===== config.mk =====
export PLATFORM = sky130hd
export DESIGN_NAME = round_timer_ctrl
export DESIGN_NICKNAME = d
export VERILOG_FILES = /design/src/rtl/round_timer_ctrl.sv
export SDC_FILE = /design/constraint.sdc
export NUM_CORES = 1
export LEC_CHECK = 0
export ABC_CLOCK_PERIOD_IN_PS = 2100
export CORE_ASPECT_RATIO = 1.1
export CORE_MARGIN = 5
export CORE_UTILIZATION = 45
export CTS_CLUSTER_SIZE = 20
export DETAILED_ROUTE_END_ITERATION = 12
export PLACE_DENSITY = 0.76
export SETUP_SLACK_MARGIN = 0.05
export SYNTH_ARGS = -nofsm -noshare
export SYNTH_HDL_FRONTEND = slang
export SYNTH_SLANG_ARGS = --single-unit

===== constraint.sdc =====
create_clock -name clk -period 2.1 [get_ports clk]
set_input_delay 0.21 -clock clk [delete_from_list [all_inputs] [get_ports clk]]
set_output_delay 0.21 -clock clk [all_outputs]
set_load 0.02 [all_outputs]

===== src/rtl/round_timer_ctrl.sv =====
// Round countdown timer: loads a round length, counts whole seconds down in BCD and flags expiry.
// Optional low-time warning output is built only when ROUND_TIMER_WARN_EN is defined.
module round_timer_ctrl #(
  parameter int TICKS_PER_SEC = 50000000,
  parameter int PRE_W         = 26
) (
  input  logic       clk,
  input  logic       rst,
  input  logic       timerEn,
  input  logic       timerReconfig,
  input  logic [1:0] cfgSel,
  output logic [3:0] secTens,
  output logic [3:0] secOnes,
  output logic       secTick,
  output logic       timeOut,
  output logic       running,
  output logic       warn
);

  typedef enum logic [1:0] {
    IDLE    = 2'd0,
    LOADED  = 2'd1,
    RUN     = 2'd2,
    EXPIRED = 2'd3
  } state_t;

  localparam logic [PRE_W-1:0] PRE_LAST = PRE_W'(TICKS_PER_SEC - 1);

  state_t           stateR, stateNextS;
  logic [PRE_W-1:0] preR, preNextS;
  logic [3:0]       tensR, tensNextS;
  logic [3:0]       onesR, onesNextS;
  logic             tickR, tickNextS;
  logic             timeOutR, timeOutNextS;
  logic             runningR, runningNextS;
  logic             preLastS, bcdZeroS, bcdOneS, decS;

  // Round length table in BCD: {tens, ones}
  function automatic logic [7:0] roundLen(input logic [1:0] sel);
    logic [7:0] len;
    case (sel)
      2'd0:    len = 8'h15;
      2'd1:    len = 8'h30;
      2'd2:    len = 8'h45;
      2'd3:    len = 8'h60;
      default: len = 8'h15;
    endcase
    return len;
  endfunction

  assign preLastS = (preR == PRE_LAST);
  assign bcdZeroS = (tensR == 4'd0) && (onesR == 4'd0);
  assign bcdOneS  = (tensR == 4'd0) && (onesR == 4'd1);
  assign decS     = (stateR == RUN) && timerEn && !timerReconfig && preLastS && !bcdZeroS;

  // State register
  always_ff @(posedge clk or negedge rst) begin
    if (!rst) begin
      stateR <= IDLE;
    end else begin
      stateR <= stateNextS;
    end
  end

  // Next-state logic; reload beats everything else
  always_comb begin
    stateNextS = stateR;
    if (timerReconfig) begin
      stateNextS = LOADED;
    end else begin
      case (stateR)
        IDLE:    stateNextS = IDLE;
        LOADED:  stateNextS = timerEn ? RUN : LOADED;
        RUN:     stateNextS = (decS && bcdOneS) ? EXPIRED : RUN;
        EXPIRED: stateNextS = EXPIRED;
        default: stateNextS = IDLE;
      endcase
    end
  end

  // Next values for prescaler, BCD count and status outputs
  always_comb begin
    preNextS     = preR;
    tensNextS    = tensR;
    onesNextS    = onesR;
    tickNextS    = 1'b0;
    timeOutNextS = timeOutR;
    if (timerReconfig) begin
      {tensNextS, onesNextS} = roundLen(cfgSel);
      preNextS               = '0;
      timeOutNextS           = 1'b0;
    end else if ((stateR == RUN) && timerEn) begin
      if (preLastS) begin
        preNextS = '0;
        if (!bcdZeroS) begin
          tickNextS = 1'b1;
          if (onesR == 4'd0) begin
            onesNextS = 4'd9;
            tensNextS = tensR - 4'd1;
          end else begin
            onesNextS = onesR - 4'd1;
          end
          timeOutNextS = bcdOneS ? 1'b1 : timeOutR;
        end else begin
          tickNextS = 1'b0;
        end
      end else begin
        preNextS = preR + PRE_W'(1);
      end
    end else begin
      preNextS = preR;
    end
    runningNextS = (stateNextS == RUN) && timerEn;
  end

  // Datapath and output registers
  always_ff @(posedge clk or negedge rst) begin
    if (!rst) begin
      preR     <= '0;
      tensR    <= 4'd0;
      onesR    <= 4'd0;
      tickR    <= 1'b0;
      timeOutR <= 1'b0;
      runningR <= 1'b0;
    end else begin
      preR     <= preNextS;
      tensR    <= tensNextS;
      onesR    <= onesNextS;
      tickR    <= tickNextS;
      timeOutR <= timeOutNextS;
      runningR <= runningNextS;
    end
  end

`ifdef ROUND_TIMER_WARN_EN
  logic warnR, warnNextS;

  // Warning is live only while counting the last five seconds
  always_comb begin
    warnNextS = (stateNextS == RUN) && (tensNextS == 4'd0) && (onesNextS <= 4'd5);
  end

  // Warning register
  always_ff @(posedge clk or negedge rst) begin
    if (!rst) begin
      warnR <= 1'b0;
    end else begin
      warnR <= warnNextS;
    end
  end

  assign warn = warnR;
`else
  assign warn = 1'b0;
`endif

  assign secTens = tensR;
  assign secOnes = onesR;
  assign secTick = tickR;
  assign timeOut = timeOutR;
  assign running = runningR;

endmodule


==> results of run 1 <==
==> state kept, by name (all words and copies together), names as in the netlist <==
register	cells
timeOut	1
secOnes	4
running	1
stateR	2
secTens	4
preR	26
secTick	1
==> layer usage <==
layer  track usage (%)  vias up
met3              4.21        5
met5                 0        -
met4              3.28        0
li1                  -      921
met2              26.8       37
met1              19.8      909
==> report_power, final <==
| group | switching (W) | total, W | internal, W |
|---|---|---|---|
| Combinational | 0.0000994 | 0.000175 | 0.0000758 |
| Sequential | 0.0000175 | 0.000784 | 0.000767 |
| Clock | 0.000252 | 0.000485 | 0.000233 |
==> worst max-delay path, cell delays in order (launching register included) <==
cell and delay, ns:
sky130_fd_sc_hd__dfrtp_1 0.43, sky130_fd_sc_hd__nor4b_1 0.36, sky130_fd_sc_hd__nand4_1 0.14, sky130_fd_sc_hd__buf_4 0.18, sky130_fd_sc_hd__nor3_4 0.30, sky130_fd_sc_hd__nand3_2 0.12
sky130_fd_sc_hd__mux2_4 0.31
==> logic make-up (layout without fill, tap and decap cells) <==
| logic type | after synthesis | after routing | synth area share [%] |
|---|---|---|---|
| buffers and inverters | 18 | 59 | 4.29 |
| adders and majority gates | 5 | 5 | 2.79 |
| AOI/OAI and AO/OA | 42 | 42 | 14.8 |
| xor gates and xnor gates | 18 | 18 | 7.02 |
| muxes | 1 | 1 | 0.668 |
| other | 1 | 1 | 0.167 |
| and+or+nand+nor | 108 | 108 | 26.8 |
| DFF | 39 | 39 | 43.5 |
==> cell type report <==
type	instances	share of cell area, %
clock buffers	7	2.81
clock inverters	1	0.184
inverters	9	1.24
multi-input cells	175	43.7
flip-flops and latches	39	35.9
well taps	58	2.67
repair buffers	42	13.4
==> worst paths after layout <==
check | start | cells past startpoint | end | slack [ns]
min | rst | 2 | secOnes[1]$_DFFE_PN0P_ | 0.26
min reg2reg | preR[23]$_DFFE_PN0P_ | 1 | preR[23]$_DFFE_PN0P_ | 0.48
min in group clk | preR[23]$_DFFE_PN0P_ | 1 | preR[23]$_DFFE_PN0P_ | 0.48
max reg2reg | preR[7]$_DFFE_PN0P_ | 6 | secTens[3]$_DFFE_PN0P_ | 0.16
max | preR[7]$_DFFE_PN0P_ | 6 | secTens[3]$_DFFE_PN0P_ | 0.16
max in group asynchronous | rst | 3 | preR[0]$_DFFE_PN0P_ | 1.19
==> stage by stage <==
| stage | area, um^2 | hold slack, ns |
|---|---|---|
| 2_1_floorplan | 2250 | -0.0856 |
| 3_3_place_gp | 2600 | 0.0380 |
| 4_1_cts | 2690 | 0.255 |
| 5_1_grt | 2720 | 0.271 |
| 3_5_place_dp | 2600 | 0.0411 |
| 6_report | 2720 | 0.260 |
==> cell usage in the layout (no fill, tap or decap), types with 4 or more instances in the layout <==
cell / synthesis / final
sky130_fd_sc_hd__nand2_1: 19 / 19
sky130_fd_sc_hd__inv_1: 9 / 9
sky130_fd_sc_hd__o21ai_0: 4 / 4
sky130_fd_sc_hd__nand3_1: 18 / 18
sky130_fd_sc_hd__clkdlybuf4s50_1: 0 / 15
sky130_fd_sc_hd__buf_4: 1 / 24
sky130_fd_sc_hd__dfrtp_1: 39 / 39
sky130_fd_sc_hd__clkbuf_8: 1 / 5
sky130_fd_sc_hd__ha_1: 5 / 5
sky130_fd_sc_hd__nor3_1: 7 / 7
sky130_fd_sc_hd__xor2_1: 13 / 13
sky130_fd_sc_hd__a31oi_1: 6 / 6
sky130_fd_sc_hd__xnor2_1: 5 / 5
sky130_fd_sc_hd__a311oi_1: 4 / 4
sky130_fd_sc_hd__nor2_1: 29 / 28
sky130_fd_sc_hd__a21oi_1: 10 / 10
sky130_fd_sc_hd__nand4_1: 6 / 6
==> timing repair <==
| item | 4_1_cts | 5_1_grt |
|---|---|---|
| endpoints found under the hold margin | 5 | 0 |
| endpoints found under the setup margin | 1 | 25 |
| hold buffers | 1 | 0 |
| setup buffers | 0 | 2 |
| pin swaps | 1 | 2 |
| gates resized for setup | 0 | 3 |
==> impl_metrics.yaml, run 1 <==
outcome:
  outcome: "complete, no violations"
synth:
  ys_dominant_reg_cell: "sky130_fd_sc_hd__dfrtp_1"
  synth.avg_cell_area_um2: 9.68
  synth_top_cells_by_count: "sky130_fd_sc_hd__dfrtp_1 (39), sky130_fd_sc_hd__nor2_1 (29), sky130_fd_sc_hd__nand2_1 (19)"
  yosys_warnings: 0
  postSynth.asyncResetShare_pct: 100
  synth_top_cells_by_area: "sky130_fd_sc_hd__dfrtp_1 (43%), sky130_fd_sc_hd__xor2_1 (5.1%), sky130_fd_sc_hd__nor2_1 (4.8%)"
  synth.lib_cells_used.distinct: 54
  mappedNetlistArea_um2: 2250
  synthMostInstantiatedCell: "sky130_fd_sc_hd__dfrtp_1"
  cells_after_synthesis: 232
  synth-seq-cells: 39
  synth_edf_count: 0
  syn-num-nets: 243
  seq_area_frac_synth_pct: 43.5
  netlist.top_cell.by_area: "sky130_fd_sc_hd__dfrtp_1"
  yosys.area.top_type_share_pct: 43.5
route:
  route.met2.wl_um: 2430
  drt_pass1_iterations: 6
  vias_per_cell: 5.66
  route.met3.wl_um: 214
  num_vias: 1872
  detail_route.iter0.violations: 125
  detail-route-antenna-nets: 0
  top_routing_layer_used: "met4"
  m1WireLength_um: 2160
  drc_errors: 0
  routed_wl_um: 4840
  avgRoutedWirePerCell_um: 14.6
sta:
  setup_violations: 0
  final_hold_viol_count: 0
  unrepaired_setup_endpoints_after_global_routing: "yes"
  post_route_worst_setup_slack_ns: 0.158
  fin_worst_skew_ns: 0.00416
  timing.setup.tns_ns: 0
  timing.final.crit_period_ns: 1.94
  drv_slew: 0
  clock.fmax_mhz: 515
  timing.final.crit_share_pct: 92.5
finish:
  utilization_pct: 55.1
  layout.filler_cells: 453
  insertedDiodeCount: 0
  final_cells: 331
  area.growth.synth_to_final_pct: 21.0
  multi_input_area_um2: 1190
  final_layout_size_suffix_gt1_share_pct: 19.4
  layout.nets: 283
  final-seq-area_um2: 976
floorplanning:
  ioPinCount: 18
  die_area_um2: 6510
  fp-row-count: 27
  die_w_um: 77.4
  initial_utilization_pct: 45.5
  die_height_um: 84.1
  core_region_area_um2: 4930
global_routing:
  maximum_number_of_pins_on_one_net_before_global_route_repair: 35
  vias_in_the_first_global_route: 1810
  groute.usage.overall_pct: 15.7
  antenna_found_initial: 0
  global_route_wire_length_before_repair_um: 8450
  global_route.overflow_total: 0
setup_path:
  worstPathMaxFanout: 8
  worst_ep_arrival_time_ns: 2.12
  required_time_at_the_worst_slack_endpoint_ns: 2.28
  category_of_the_most_critical_setup_path: "reg2reg"
  setup.worst_path.start_class: "flip-flop"
  worstSetupEndpointType: "flip-flop"
clock_network:
  cts.sinks: 39
  ctsHtreeMaxLevel: 2
  max-clock-path-buffers: 2
  cts_buffers: 5
  clock_tree_from_tritoncts: "done"
  worstSkewPairLatency_ns: 0.29
  cts-root-buf: "sky130_fd_sc_hd__clkbuf_8"
  clock_transition_time_at_the_flip_flop_clock_pins_of_the_worst_setup_and_hold_paths_ns: 0.07
power_and_ir_drop:
  vdd.ir_drop.worst_mv: 0.271
  power.density_cell_area_nw_per_um2: 531
  lkg_pwr_nw: 1.14
  fin_total_pwr_w: 0.00144
placed_design:
  port_buffers: 16
  hpwlAfterDp_um: 3600
  placed_cells: 320
  dp_slack_ns: 0.0450
  routabilityCongestion: 0.946
flow_run:
  maxCapViolCount: 0
hold_path:
  min-delay-path-class: "in2async"
No activity file was read; power rests on OpenSTA's default activity.
==> run 2, diff against run 1 <==
--- a/config.mk
+++ b/config.mk
@@ -16,3 +16,4 @@
 export SYNTH_ARGS = -nofsm -noshare
 export SYNTH_HDL_FRONTEND = slang
 export SYNTH_SLANG_ARGS = --single-unit
+export TNS_END_PERCENT = 5
==> run 2 against run 1 <==
Setup slack lost 0.018 ns. Critical endpoint is now preR[23]$_DFFE_PN0P_. Design area down 0.37%. Clock-buffer cell count is the same. Power fell by 0.16%. Register-to-register slack worse by 0.02 ns. Sequential cell count did not move. Largest cell class unchanged. Die area unchanged.
==> impl_metrics.yaml, run 2 (synthesis results as in run 1) <==
outcome:
  outcome: "complete, no violations"
sta:
  unrepaired_setup_endpoints_after_global_routing: "yes"
  timing.final.crit_share_pct: 93.3
  setup_violations: 0
  timing.final.crit_period_ns: 1.96
  drv_slew: 0
  clock.fmax_mhz: 510
  final_hold_viol_count: 0
  fin_worst_skew_ns: 0.00406
  timing.setup.tns_ns: 0
finish:
  final_cells: 330
  area.growth.synth_to_final_pct: 20.6
  register_bank_with_the_most_flops: "preR"
  largest_register_ffs: 26
  insertedDiodeCount: 0
  layout_common_cells: "sky130_fd_sc_hd__dfrtp_1 (39), sky130_fd_sc_hd__nor2_1 (29), sky130_fd_sc_hd__buf_4 (23)"
  layout.cells.most_common: "sky130_fd_sc_hd__dfrtp_1"
  final_layout_size_suffix_gt1_share_pct: 18.8
  layout.nets: 282
setup_path:
  worst_ep_arrival_time_ns: 2.13
  worstPathMaxFanout: 4
  worstSetupEndpointType: "flip-flop"
  worstReg2RegStart: "preR[0]$_DFFE_PN0P_"
  required_time_at_the_worst_slack_endpoint_ns: 2.27
  cp-startpoint: "preR[0]$_DFFE_PN0P_"
  setup.worst_path.start_class: "flip-flop"
  category_of_the_most_critical_setup_path: "reg2reg"
route:
  drc_errors: 0
  routed_wl_um: 4810
  detail-route-antenna-nets: 0
  drt_pass1_iterations: 4
  num_vias: 1871
  avgRoutedWirePerCell_um: 14.6
  vias_per_cell: 5.67
  detail_route.iter0.violations: 137
global_routing:
  global_route_wire_length_before_repair_um: 8450
  global_route.overflow_total: 0
  vias_in_the_first_global_route: 1810
  maximum_number_of_pins_on_one_net_before_global_route_repair: 35
  groute.usage.overall_pct: 15.7
  antenna_found_initial: 0
floorplanning:
  ioPinCount: 18
  core_region_area_um2: 4930
  die_height_um: 84.1
  die_area_um2: 6510
  die_w_um: 77.4
  fp-row-count: 27
  initial_utilization_pct: 45.5
clock_network:
  cts.sinks: 39
  cts_buffers: 5
  worstSkewPairLatency_ns: 0.29
  max-clock-path-buffers: 2
  ctsHtreeMaxLevel: 2
  cts-root-buf: "sky130_fd_sc_hd__clkbuf_8"
  clock_tree_from_tritoncts: "done"
  clock_transition_time_at_the_flip_flop_clock_pins_of_the_worst_setup_and_hold_paths_ns: 0.07
power_and_ir_drop:
  power.density_cell_area_nw_per_um2: 533
  fin_total_pwr_w: 0.00144
  vdd.ir_drop.worst_mv: 0.271
  lkg_pwr_nw: 1.13
placed_design:
  port_buffers: 16
  routabilityCongestion: 0.946
  hpwlAfterDp_um: 3600
  placed_cells: 320
hold_path:
  min-delay-path-class: "in2async"
flow_run:
  maxCapViolCount: 0
==> run 2: cell count changes in the layout (fill, tap and decap cells not counted), sizes merged <==
| cell | previous run | this run |
|---|---|---|
| buf | 26 | 25 |
==> run 2: power by group <==
part / total, W / leakage (nW) / internal, W / switching (W)
logic: 0.000173 / 0.561 / 0.0000746 / 0.0000980
clock network: 0.000485 / 0.0422 / 0.000233 / 0.000252
registers: 0.000785 / 0.528 / 0.000767 / 0.0000177
==> run 2: per-layer routing <==
layer / up-vias / GRT usage [%] / part of all wire [%]
li1: 918 / - / -
met1: 908 / 19.8 / 45
met2: 42 / 26.8 / 50
met3: 3 / 4.21 / 4.9
met4: 0 / 3.28 / 0.62
met5: - / 0 / 0
==> run 2: cell type report <==
type | instances | area [um^2]
Inverter | 9 | 33.8
Fill cell | 456 | 2220
Clock buffer | 7 | 76.3
Clock inverter | 1 | 5.00
Timing Repair Buffer | 41 | 358
Tap cell | 58 | 72.6
Sequential cell | 39 | 976
Multi-Input combinational cell | 175 | 1190
==> run 2: through the flow <==
step | utilization (%) | setup WS, ns | hold WS, ns | instance area [um^2]
2_1_floorplan | - | 0.0608 | -0.0856 | 2250
3_3_place_gp | 52.6 | 0.123 | 0.0380 | 2600
3_5_place_dp | 52.6 | 0.0450 | 0.0411 | 2600
4_1_cts | 54.5 | 0.0942 | 0.255 | 2690
5_1_grt | 54.9 | 0.00648 | 0.271 | 2710
6_report | 54.9 | 0.140 | 0.260 | 2710
==> run 2: timing repair <==
action,4_1_cts,5_1_grt
resized for setup,0,2
setup buffers,0,1
pin swaps,1,2
hold buffers,1,0
endpoints found under the hold margin,5,0
endpoints found under the setup margin,1,25
gates cloned,0,0
==> run 2: critical path, stage by stage (launching register included) <==
cell and delay, ns:
sky130_fd_sc_hd__dfrtp_1 0.39, sky130_fd_sc_hd__ha_1 0.18, sky130_fd_sc_hd__nand2_1 0.07, sky130_fd_sc_hd__or4_4 0.51
sky130_fd_sc_hd__o21ai_0 0.42, sky130_fd_sc_hd__o21bai_1 0.18, sky130_fd_sc_hd__a31oi_1 0.09
==> run 2: path summary, 6_finish.rpt <==
path / slack (ns) / endpoint / cells past startpoint
setup / recovery: 0.14 / preR[23]$_DFFE_PN0P_ / 6
max in group asynchronous: 1.19 / preR[0]$_DFFE_PN0P_ / 3
hold / removal: 0.26 / secOnes[1]$_DFFE_PN0P_ / 2
min in group clk: 0.48 / preR[23]$_DFFE_PN0P_ / 1
setup reg to reg: 0.14 / preR[23]$_DFFE_PN0P_ / 6
hold reg to reg: 0.48 / preR[23]$_DFFE_PN0P_ / 1
